==> src/rtl/mem_access_if.sv <==
// Bus-side bundle of the LC-3 memory access unit: datapath loads, access request,
// MAR/MDR views, SRAM strobes/data, and the FSM state for observation.
interface mem_access_if;
  // Handshake: mem_start (with mem_write) is a request that is taken only on an
  // edge where mem_busy is low. Requests made while mem_busy is high are dropped,
  // not queued. Every accepted request ends with exactly one mem_rdy pulse,
  // which is held for one cycle.
  logic [15:0] busIn;
  logic        LD_MAR;
  logic        LD_MDR;
  logic        mem_start;
  logic        mem_write;
  logic [15:0] MAR_out;
  logic [15:0] MDR_out;
  logic        mem_busy;
  logic        mem_rdy;
  logic [15:0] mem_addr;
  logic [15:0] mem_wdata;
  logic [15:0] mem_rdata;
  logic        mem_ce_n;
  logic        mem_oe_n;
  logic        mem_we_n;
  logic [1:0]  state_dbg;

  modport slave (
    input  busIn, LD_MAR, LD_MDR, mem_start, mem_write, mem_rdata,
    output MAR_out, MDR_out, mem_busy, mem_rdy, mem_addr, mem_wdata,
    output mem_ce_n, mem_oe_n, mem_we_n, state_dbg
  );

  modport master (
    output busIn, LD_MAR, LD_MDR, mem_start, mem_write, mem_rdata,
    input  MAR_out, MDR_out, mem_busy, mem_rdy, mem_addr, mem_wdata,
    input  mem_ce_n, mem_oe_n, mem_we_n, state_dbg
  );
endinterface

==> src/rtl/mem_access_unit.sv <==
// LC-3 MAR/MDR holder and asynchronous-SRAM access sequencer with a fixed
// number of wait states and a one-cycle completion pulse.
module mem_access_unit #(
  parameter int WAIT_STATES = 2
) (
  input  logic          Clk,
  input  logic          Reset_n,
  mem_access_if.slave   bus
);

  localparam int CW = (WAIT_STATES < 2) ? 1 : $clog2(WAIT_STATES + 1);
  localparam logic [CW-1:0] CNT_LAST = CW'(WAIT_STATES);

  typedef enum logic [1:0] {
    IDLE   = 2'd0,
    ACCESS = 2'd1,
    DONE   = 2'd2
  } state_t;

  state_t        state_q, state_d;
  logic [CW-1:0] cnt_q, cnt_d;
  logic          wr_q, wr_d;
  logic [15:0]   mar_q, mar_d;
  logic [15:0]   mdr_q, mdr_d;

  always_ff @(posedge Clk or negedge Reset_n) begin
    if (!Reset_n) begin
      state_q <= IDLE;
      cnt_q   <= '0;
      wr_q    <= 1'b0;
      mar_q   <= 16'h0000;
      mdr_q   <= 16'h0000;
    end else begin
      state_q <= state_d;
      cnt_q   <= cnt_d;
      wr_q    <= wr_d;
      mar_q   <= mar_d;
      mdr_q   <= mdr_d;
    end
  end

  always_comb begin
    state_d = state_q;
    cnt_d   = cnt_q;
    wr_d    = wr_q;
    mar_d   = mar_q;
    mdr_d   = mdr_q;
    case (state_q)
      IDLE: begin
        if (bus.LD_MAR) mar_d = bus.busIn;
        if (bus.LD_MDR) mdr_d = bus.busIn;
        if (bus.mem_start) begin
          wr_d    = bus.mem_write;
          cnt_d   = '0;
          state_d = ACCESS;
        end
      end
      ACCESS: begin
        // Read data is captured on the edge that closes the access window.
        if (cnt_q == CNT_LAST) begin
          if (!wr_q) mdr_d = bus.mem_rdata;
          state_d = DONE;
        end else begin
          cnt_d = cnt_q + 1'b1;
        end
      end
      DONE:    state_d = IDLE;
      default: state_d = IDLE;
    endcase
  end

  // Strobes decode from registered state only, so input glitches never reach the SRAM.
  assign bus.mem_ce_n  = (state_q != ACCESS);
  assign bus.mem_oe_n  = !((state_q == ACCESS) && !wr_q);
  assign bus.mem_we_n  = !((state_q == ACCESS) && wr_q);
  assign bus.mem_rdy   = (state_q == DONE);
  assign bus.mem_busy  = (state_q != IDLE);
  assign bus.MAR_out   = mar_q;
  assign bus.MDR_out   = mdr_q;
  assign bus.mem_addr  = mar_q;
  assign bus.mem_wdata = mdr_q;
  assign bus.state_dbg = state_q;

endmodule
==> src/flat_wrapper.sv <==
// flat-port wrapper written by rule: the top's interface ports become plain ports
module mem_access_unit_flat 
#(
  parameter int WAIT_STATES = 2
)
  (Clk, Reset_n, bus_busIn, bus_LD_MAR, bus_LD_MDR, bus_mem_start, bus_mem_write, bus_mem_rdata, bus_MAR_out, bus_MDR_out, bus_mem_busy, bus_mem_rdy, bus_mem_addr, bus_mem_wdata, bus_mem_ce_n, bus_mem_oe_n, bus_mem_we_n, bus_state_dbg);
  mem_access_if bus_i ();
  input  logic Clk;
  input  logic Reset_n;
  input wire logic [$bits(bus_i.busIn)-1:0] bus_busIn;
  input wire logic [$bits(bus_i.LD_MAR)-1:0] bus_LD_MAR;
  input wire logic [$bits(bus_i.LD_MDR)-1:0] bus_LD_MDR;
  input wire logic [$bits(bus_i.mem_start)-1:0] bus_mem_start;
  input wire logic [$bits(bus_i.mem_write)-1:0] bus_mem_write;
  input wire logic [$bits(bus_i.mem_rdata)-1:0] bus_mem_rdata;
  output wire logic [$bits(bus_i.MAR_out)-1:0] bus_MAR_out;
  output wire logic [$bits(bus_i.MDR_out)-1:0] bus_MDR_out;
  output wire logic [$bits(bus_i.mem_busy)-1:0] bus_mem_busy;
  output wire logic [$bits(bus_i.mem_rdy)-1:0] bus_mem_rdy;
  output wire logic [$bits(bus_i.mem_addr)-1:0] bus_mem_addr;
  output wire logic [$bits(bus_i.mem_wdata)-1:0] bus_mem_wdata;
  output wire logic [$bits(bus_i.mem_ce_n)-1:0] bus_mem_ce_n;
  output wire logic [$bits(bus_i.mem_oe_n)-1:0] bus_mem_oe_n;
  output wire logic [$bits(bus_i.mem_we_n)-1:0] bus_mem_we_n;
  output wire logic [$bits(bus_i.state_dbg)-1:0] bus_state_dbg;
  assign bus_i.busIn = bus_busIn;
  assign bus_i.LD_MAR = bus_LD_MAR;
  assign bus_i.LD_MDR = bus_LD_MDR;
  assign bus_i.mem_start = bus_mem_start;
  assign bus_i.mem_write = bus_mem_write;
  assign bus_i.mem_rdata = bus_mem_rdata;
  assign bus_MAR_out = bus_i.MAR_out;
  assign bus_MDR_out = bus_i.MDR_out;
  assign bus_mem_busy = bus_i.mem_busy;
  assign bus_mem_rdy = bus_i.mem_rdy;
  assign bus_mem_addr = bus_i.mem_addr;
  assign bus_mem_wdata = bus_i.mem_wdata;
  assign bus_mem_ce_n = bus_i.mem_ce_n;
  assign bus_mem_oe_n = bus_i.mem_oe_n;
  assign bus_mem_we_n = bus_i.mem_we_n;
  assign bus_state_dbg = bus_i.state_dbg;
  mem_access_unit #(.WAIT_STATES(WAIT_STATES)) u_core (.Clk(Clk), .Reset_n(Reset_n), .bus(bus_i));
endmodule
==> config.mk <==
export PLATFORM = sky130hd
export DESIGN_NAME = mem_access_unit_flat
export DESIGN_NICKNAME = d
export VERILOG_FILES = /design/src/rtl/mem_access_if.sv /design/src/rtl/mem_access_unit.sv /design/src/flat_wrapper.sv
export SDC_FILE = /design/constraint.sdc
export NUM_CORES = 1
export LEC_CHECK = 0
export ABC_AREA = 1
export CAP_MARGIN = 25
export CELL_PAD_IN_SITES_DETAIL_PLACEMENT = 1
export CELL_PAD_IN_SITES_GLOBAL_PLACEMENT = 2
export CORE_ASPECT_RATIO = 0.5
export CORE_MARGIN = 2
export CORE_UTILIZATION = 18
export DETAILED_ROUTE_END_ITERATION = 10
export GPL_ROUTABILITY_DRIVEN = 0
export PLACE_DENSITY_LB_ADDON = 0.1
export RECOVER_POWER = 25
export SYNTH_ARGS = -nofsm -noshare
export SYNTH_HDL_FRONTEND = slang
export SYNTH_SLANG_ARGS = --single-unit
==> constraint.sdc <==
create_clock -name Clk -period 1.14 [get_ports Clk]
set_input_delay 0.171 -clock Clk [delete_from_list [all_inputs] [get_ports Clk]]
set_output_delay 0.171 -clock Clk [all_outputs]
set_load 0.01 [all_outputs]
[Word level (Yosys, flattened, before mapping)]
Cells that the tools add are included.
Cells by class
  multiplexer cells: 10
  equality and inequality tests: 9
  reductions and logical operators: 13
  $add $sub $neg: 1
Operator list (number)
  $mux 16: 3
  $pmux 16 s2: 1
  $mux 2: 4
  $ne 2x2->1 const B: 4
  $pmux 2 s2: 2
  $reduce_and 2->1: 3
  $eq 2x2->1 const B: 2
  $ne 2x1->1 const B: 2
  $reduce_and 4->1: 1
  $reduce_bool 2->1: 2
  $logic_not 1->1: 3
  $reduce_and 3->1: 1
  $add 2x1->2 const B: 1
  $eq 2x1->1 const B: 1
  $logic_and 1x1->1: 2
  $logic_not 2->1: 1
Word-level totals
  input bits: 38
  logic and storage cells: 38
  flip-flop bits (word level): 37
  output and inout port bits: 71

[Depth between registers and ports, before layout]
Gate-level depths: netlist of the first run.
  depth after elaboration: 3
  gate-level depth with buffers: 7
  gate-level depth less buffers: 7

[Least setup slack after synthesis of the first run]
Ideal clock, no wire load.
  path kind: register -> output
  from: register u_core.state_q[0], in the netlist u_core.bus.state_dbg[0]
  to: output bus_mem_oe_n
  cell stages (with the launch flop): 5
  path slack: -0.110 ns
  data required time: 0.969 ns
  path buffers: 0
  data arrival time: 1.079 ns
  cell sequence: dfrtp_1 > inv_2 > nor2_4 > inv_2 > or2_1
On the way
  cells in the longest elaborated chain, start to end: 3
RTL lines
  start, declared: line mem_access_unit.sv:20  | state_t state_q, state_d;
  start signal, assigned: line mem_access_unit.sv:34  | state_q <= state_d;
  $eq 2x1->1: line mem_access_unit.sv:74  | assign bus.mem_oe_n = !((state_q == ACCESS) && !wr_q);
  $logic_and 1x1->1: line mem_access_unit.sv:74
  $logic_not 1->1: line mem_access_unit.sv:74
  end, declared: line flat_wrapper.sv:23  | output wire logic [$bits(bus_i.mem_oe_n)-1:0] bus_mem_oe_n;
No other way between the ends.

[Worst setup path in the final report of the first run]
  from: register u_core.state_q[1], in the netlist u_core.bus.state_dbg[1]
  to: output bus_mem_we_n
On the way
  cells in the longest elaborated chain, start to end: 3
RTL lines
  $eq 2x1->1: line mem_access_unit.sv:75  | assign bus.mem_we_n = !((state_q == ACCESS) && wr_q);
  $logic_and 1x1->1: line mem_access_unit.sv:75
  $logic_not 1->1: line mem_access_unit.sv:75
  end, declared: line flat_wrapper.sv:24  | output wire logic [$bits(bus_i.mem_we_n)-1:0] bus_mem_we_n;
No other way between the ends.

==> results of run 1 <==
[Yosys cell counts (2+ instances only)]
cell,count,area share
inv_2,3,0.0058
nand3_1,4,0.010
buf_4,32,0.12
o21ai_0,6,0.015
buf_2,5,0.013
inv_1,19,0.037
nor2_1,3,0.0058
ha_1,2,0.013
o21ai_1,26,0.067
nand2_1,91,0.18
nor2_4,3,0.017
buf_6,3,0.017
nand2_2,2,0.0064
nand3_2,2,0.010
dfrtp_1,37,0.47
[area by class of cell]
cell class	instances	area (um2)
Fill cell	1198	6850
Timing Repair Buffer	145	1450
Sequential cell	37	928
Multi-Input combinational cell	142	708
Tap cell	140	175
Clock buffer	7	143
Inverter	22	95.1
Clock inverter	1	30.0
[power by group through the flow]
| stage | Clock (mW) | Combinational [mW] | Sequential, mW |
|---|---|---|---|
| after floorplan | 0 | 2.96 | 2.70 |
| after global placement | 0 | 5.82 | 2.48 |
| after detailed placement | 0 | 5.89 | 2.52 |
| after CTS | 1.69 | 5.78 | 2.46 |
| after global routing | 1.74 | 6.95 | 2.57 |
| final | 1.64 | 6.33 | 2.46 |
[layout by cell type (no fill, tap or decap), types with 3 or more instances in the layout]
master / count
nand2_1: 86
clkdlybuf4s15_1: 52
clkdlybuf4s50_1: 36
dfrtp_1: 35
o21ai_1: 28
buf_4: 20
inv_1: 19
buf_6: 16
clkbuf_16: 7
buf_2: 7
buf_12: 5
nor2_4: 4
nand2_4: 3
o21ai_0: 3
nand3_1: 3
nand2_2: 3
clkbuf_2: 3
[kinds of logic after synthesis]
kind of cell,count (synthesis),share of synthesized area
buffers and inverters,62,0.196
adders and majority gates,2,0.0128
AOI/OAI and AO/OA,33,0.0847
and+or+nand+nor,107,0.232
DFF,37,0.475
[worst paths after layout]
path,end,startpoint,depth (start not counted)
max in group asynchronous,u_core.bus.state_dbg[0]$_DFFE_PN0P_,Reset_n,3
hold / removal,u_core.wr_q$_DFFE_PN0P_,bus_mem_write,3
setup / recovery,bus_mem_we_n,u_core.bus.state_dbg[1]$_DFFE_PN0P_,5
min in group asynchronous,u_core.wr_q$_DFFE_PN0P_,Reset_n,3
hold reg to reg,u_core.bus.MDR_out[13]$_DFFE_PN0P_,u_core.bus.MDR_out[13]$_DFFE_PN0P_,2
setup reg to reg,u_core.bus.MDR_out[2]$_DFFE_PN0P_,u_core.bus.state_dbg[1]$_DFFE_PN0P_,9
[timing repair]
action	in CTS	in global routing
setup endpoints to repair	107	61
pin swaps	4	6
hold buffers	1	0
resized for setup	170	44
buffers inserted	12	8
gates cloned	0	3
endpoints found under the hold margin	37	0
[metal layers]
metal,GRT usage,vias up,routed length (um)
met4,0.0280,0,49
li1,-,939,-
met3,0.0371,5,291
met5,0,-,0
met1,0.130,910,2990
met2,0.195,39,3580
[worst max-delay path, cell delays in order, from the launching register on]
cell and delay (ps):
dfrtp_2 440, buf_12 140, buf_12 120, clkinv_8 50, nand3_4 80, buf_6 130
[registers in the layout (all words and copies together), names as in the netlist]
register and cells:
u_core.wr_q 1, u_core.cnt_q 2, u_core.bus.state_dbg 2, u_core.bus.MDR_out 16, u_core.bus.MAR_out 16
[through the flow]
stage | power [mW] | cell area [um2] | utilization | std cells | setup slack (ps)
after floorplan | 5.66 | 1960 | - | 241 | -67.9
after global placement | 8.30 | 3080 | 0.296 | 465 | -298
after detailed placement | 8.40 | 3080 | 0.296 | 465 | -305
after CTS | 9.93 | 3310 | 0.319 | 486 | -254
after global routing | 11.3 | 3530 | 0.340 | 494 | -326
final | 10.4 | 3530 | 0.340 | 494 | -280
==> impl_results.md, run 1 <==
- Pre-antenna DRT Iters: 4
- Initial DRC count: 39
- Startpoint types: flop
- Min Tclk post-route: 1420 ps
- Unrepaired setup endpoints after global routing: true
- Via Count: approximately 1900
- Switching pwr: a little over 4 mW
- Final Worst Setup Slack: -280 ps
- Reg-to-reg setup timing slack: -260 ps
- Clk_lat worst skew: 280 ps
- Clock tree buffer depth: 2
- Antenna cells: 0
- Pin count of the biggest net entering global routing: 38
- IO Port Bufs: 108
- Hold slack: 459 ps
- Routed vias/inst: 3.83
- Die X-Extent: 151 um
- Final hold vios: 0
- Total gr overflow: 0
- Pwr per Cell Area: 2950 nW/um2
- Final worst-path cycle share: 1.25
- Final setup vio count: 43
- Layout Skew: roughly 4.6 ps
- Total negative slack: -8720 ps
- VDD IR max: 951 uV
- Vias in the first global route: around 2000
- Slew margin rel.: 0.626
- Sw frac: 0.399
- First-pass GRT wire length: 9990 um
- Leak: 1.73 nW
- Initial antenna violation count: 0
- Slew Viols, Final: 0
- Top FF cell, synth: dfrtp_1
- YS warnings: 0
- Initial Utilization: 0.188
- Distinct cells, synth: 18
- Num Clock Sinks: 37
- Asr flop ratio synth: 1.00
- Area Overhead vs Synth: 81.1%
- CP endpoint kind: output port
- Die area: 11700 um2
- Inserted Clock Buffers: 5
- Avg Cell Area, Syn: 8.09 um2
- Syn Std Cell Area: around 2000 um2
- Detailed Place HPWL: 4530 um
- CTS root buf: clkbuf_16
- TritonCTS clock tree: built
- Clk pwr share: 0.157
- Synthesized Nets: 281
- Cells after Synth: about 240
- FMAX: 0.704 GHz
- Routed WL: around 6900 um
- Flop pwr share: 0.236
- Core ar.: 10400 um2
- Seq cells post-synth: 37
- Internal power: 6.27 mW
- Worst slew pin tran: 561 ps
- Sequential fraction of the synthesis area: 0.475
- Ports: between 100 and 150
- Post-DRT Antenna Nets: 0
- Max-cap violations: 0
- Nets: 393
- Row count: 26
- Global-route usage over all layers: 0.111
- Max H-tree Level: 2
- Die height: 77.6 um
- Worst Hold Class: in -> reg
- Status: complete, but fails checks
- Critical Path AT: 1250 ps
- Worst-path fanout max: 4
- Failing checks: setup timing
- WS Path Type: reg -> out
- Clock slew seen by the registers of the worst setup and hold paths: 60 ps
- Remaining DRCs: 0
- Fraction of layout cells with a size suffix above 1: 0.232
- Combinational share of power: 0.607
- Req. time, crit path: roughly 970 ps
- Post-synth EDFFs: 0
- WL/cell: between 10 and 15 um
Power figures use the tool's default switching activity.
==> inputs of run 2 (changes only) <==
CORE_UTILIZATION = 20   (was 18)
HOLD_SLACK_MARGIN = 0.1   (was not set)
clock period = 1.5 ns   (was 1.14 ns; I/O delays follow)
==> impl_results.md, run 2 (synthesized netlist as in run 1, its figures left out) <==
- Status: complete, no violations
- Initial antenna violation count: 0 (unchanged)
- Worst Hold Class: reg -> reg
- CTS root buf: clkbuf_16
- WS Path Type: reg -> out
- Crit-path cells: clkdlybuf4s50_1
- Initial DRC count: 36 (-7.7%)
- Final hold vios: 0 (unchanged)
- Clk_lat worst skew: 280 ps (about the same)
- Setup bufs post-CTS: 0 (-12)
- DP Area: 3000 um2 (-2.4%)
- VDD IR max: 760 uV (-20%)
- First-pass GRT wire length: 9510 um (-4.8%)
- Delay-heaviest family, CP: buffers and inverters
- Final setup vio count: 0 (-100%)
- Core ar.: 9450 um2 (-9.0%)
- FMAX: 0.687 GHz
- Critical path buffers and inverters: 1 (-3)
- Total power: 7.13 mW (-32%)
- Total gr overflow: 0 (unchanged)
- Pwr per Cell Area: 2270 nW/um2 (-23%)
- Unrepaired setup endpoints after global routing: true
- Fraction of layout cells with a size suffix above 1: 0.0948 (-0.137)
- WL/cell: 12.9 um (-8.1%)
- Area Overhead vs Synth: 61.2%
- Die height: 73.8 um (-4.9%)
- Max-cap violations: 0 (unchanged)
- Worst slew pin tran: 515 ps (-46.7 ps)
- Pre-antenna DRT Iters: 4 (unchanged)
- Die area: 10600 um2 (-9.6%)
- Num Clock Sinks: 37 (unchanged)
- Routed vias/inst: 3.81 (-0.70%)
- Routed WL: 5940 um (-14%)
- Startpoint types: flop
- Slowest Stage Delay on Critical Path: 560 ps (+120 ps)
- Inserted Clock Buffers: 5 (unchanged)
- Detailed Place HPWL: 4430 um (-2.4%)
- Global-route usage over all layers: 0.119 (+0.00846)
- Post-DRT Antenna Nets: 0 (unchanged)
- CP endpoint kind: output port
- Req. time, crit path: 1270 ps (+300 ps)
- Slew margin rel.: 0.657 (+0.0311)
- Max H-tree Level: 2 (unchanged)
- Final core utilization: 0.333 (-0.00752)
- Initial Utilization: 0.206 (+0.0185)
- Ports: 109 (unchanged)
- Finished Cell Area: 3140 um2 (-11%)
- Commonest non-fill, non-tap cell in the layout: clkdlybuf4s50_1
- Critical Path AT: 1230 ps (-20 ps)
- Final worst-path cycle share: 0.971
- Via Count: 1758 (-7.1%)
- TritonCTS clock tree: built
- Slew Viols, Final: 0 (unchanged)
- Worst-path fanout max: 3 (-1)
- Min Tclk post-route: roughly 1500 ps
- Remaining DRCs: 0 (unchanged)
- Die X-Extent: 144 um (-5.0%)
- Row count: 25 (-3.8%)
- Antenna cells: 0 (unchanged)
- Pin count of the biggest net entering global routing: 38 (unchanged)
- Leak: 1.53 nW (-12%)
- Clock tree buffer depth: 2 (unchanged)
- Clock slew seen by the registers of the worst setup and hold paths: 60 ps (about the same)
- Slowest-stage cell, CP: clkdlybuf4s50_1
- Nets: 366 (-6.9%)
- IO Port Bufs: 108 (unchanged)
- Vias in the first global route: 1866 (-6.8%)
- Highest-count cells in the layout ignoring fill and taps: clkdlybuf4s50_1, nand2_1, dfrtp_1, o21ai_1, inv_1
- Layout fillers: 1126 (-6.0%)
- Layout Skew: 1.71 ps (-2.91 ps)
run 2: cell types whose count changed in the layout (fill, tap and decap cells not counted), sizes merged:
cell,before,now
clkdlybuf4s50,36,95
inv,21,22
dlygate4sd2,1,2
bufinv,1,0
dlymetal6s2s,0,5
clkinv,1,2
clkdlybuf4s15,52,1
clkbuf,13,9
buf,49,11
run 2: what timing repair did:
item / CTS / global route
resized for setup: 11 / 12
hold endpoints to repair: 37 / 0
hold buffers: 1 / 0
endpoints found under the setup margin: 7 / 12
run 2: worst paths after layout:
| kind | start | endpoint | slack [ps] | cells past startpoint |
|---|---|---|---|---|
| worst min-delay path | u_core.cnt_q[0]$_DFFE_PN0P_ | u_core.cnt_q[0]$_DFFE_PN0P_ | 490 | 1 |
| worst max register to register | u_core.bus.state_dbg[1]$_DFFE_PN0P_ | u_core.bus.MDR_out[12]$_DFFE_PN0P_ | 130 | 9 |
| max in group asynchronous | Reset_n | u_core.bus.MAR_out[1]$_DFFE_PN0P_ | 610 | 3 |
| worst max-delay path | u_core.bus.MDR_out[14]$_DFFE_PN0P_ | bus_MDR_out[14] | 40 | 1 |
| worst min register to register | u_core.cnt_q[0]$_DFFE_PN0P_ | u_core.cnt_q[0]$_DFFE_PN0P_ | 490 | 1 |
| min in group asynchronous | Reset_n | u_core.wr_q$_DFFE_PN0P_ | 530 | 3 |
run 2: report_power, final:
| group | internal (mW) | total [mW] | switching [mW] |
|---|---|---|---|
| sequential | 1.48 | 1.87 | 0.387 |
| clock | 0.611 | 1.03 | 0.422 |
| combinational | 2.22 | 4.23 | 2.00 |
| total | 4.32 | 7.13 | 2.81 |
run 2: routing by layer:
layer | vias to the layer above | track usage | wire length [um] | part of all wire
met5 | - | 0 | 0 | 0
met2 | 46 | 0.205 | 2940 | 0.49
met1 | 822 | 0.147 | 2620 | 0.44
met3 | 7 | 0.0346 | 320 | 0.054
met4 | 0 | 0.0359 | 67 | 0.011
li1 | 883 | - | - | -
run 2: area by class of cell:
| type | instances | area, um2 | area share |
|---|---|---|---|
| flip-flops and latches | 37 | 926 | 0.294 |
| multi-input cells | 142 | 643 | 0.205 |
| repair buffers | 118 | 1180 | 0.377 |
| clock inverters | 2 | 10.0 | 0.00318 |
| clock buffers | 6 | 129 | 0.0410 |
| well taps | 135 | 169 | 0.0537 |
| inverters | 22 | 82.6 | 0.0263 |
run 2: metrics by stage:
stage                     setup TNS [ps]  cells  setup slack, ps  hold WS (ps)
final                                  0    462             43.5           492
after global routing               -7.02    462            -6.21           503
after CTS                          -66.9    462            -34.6           494
after detailed placement               0    453             49.9           330
after global placement                 0    453             59.7           326
after floorplan                        0    241              196         -70.6
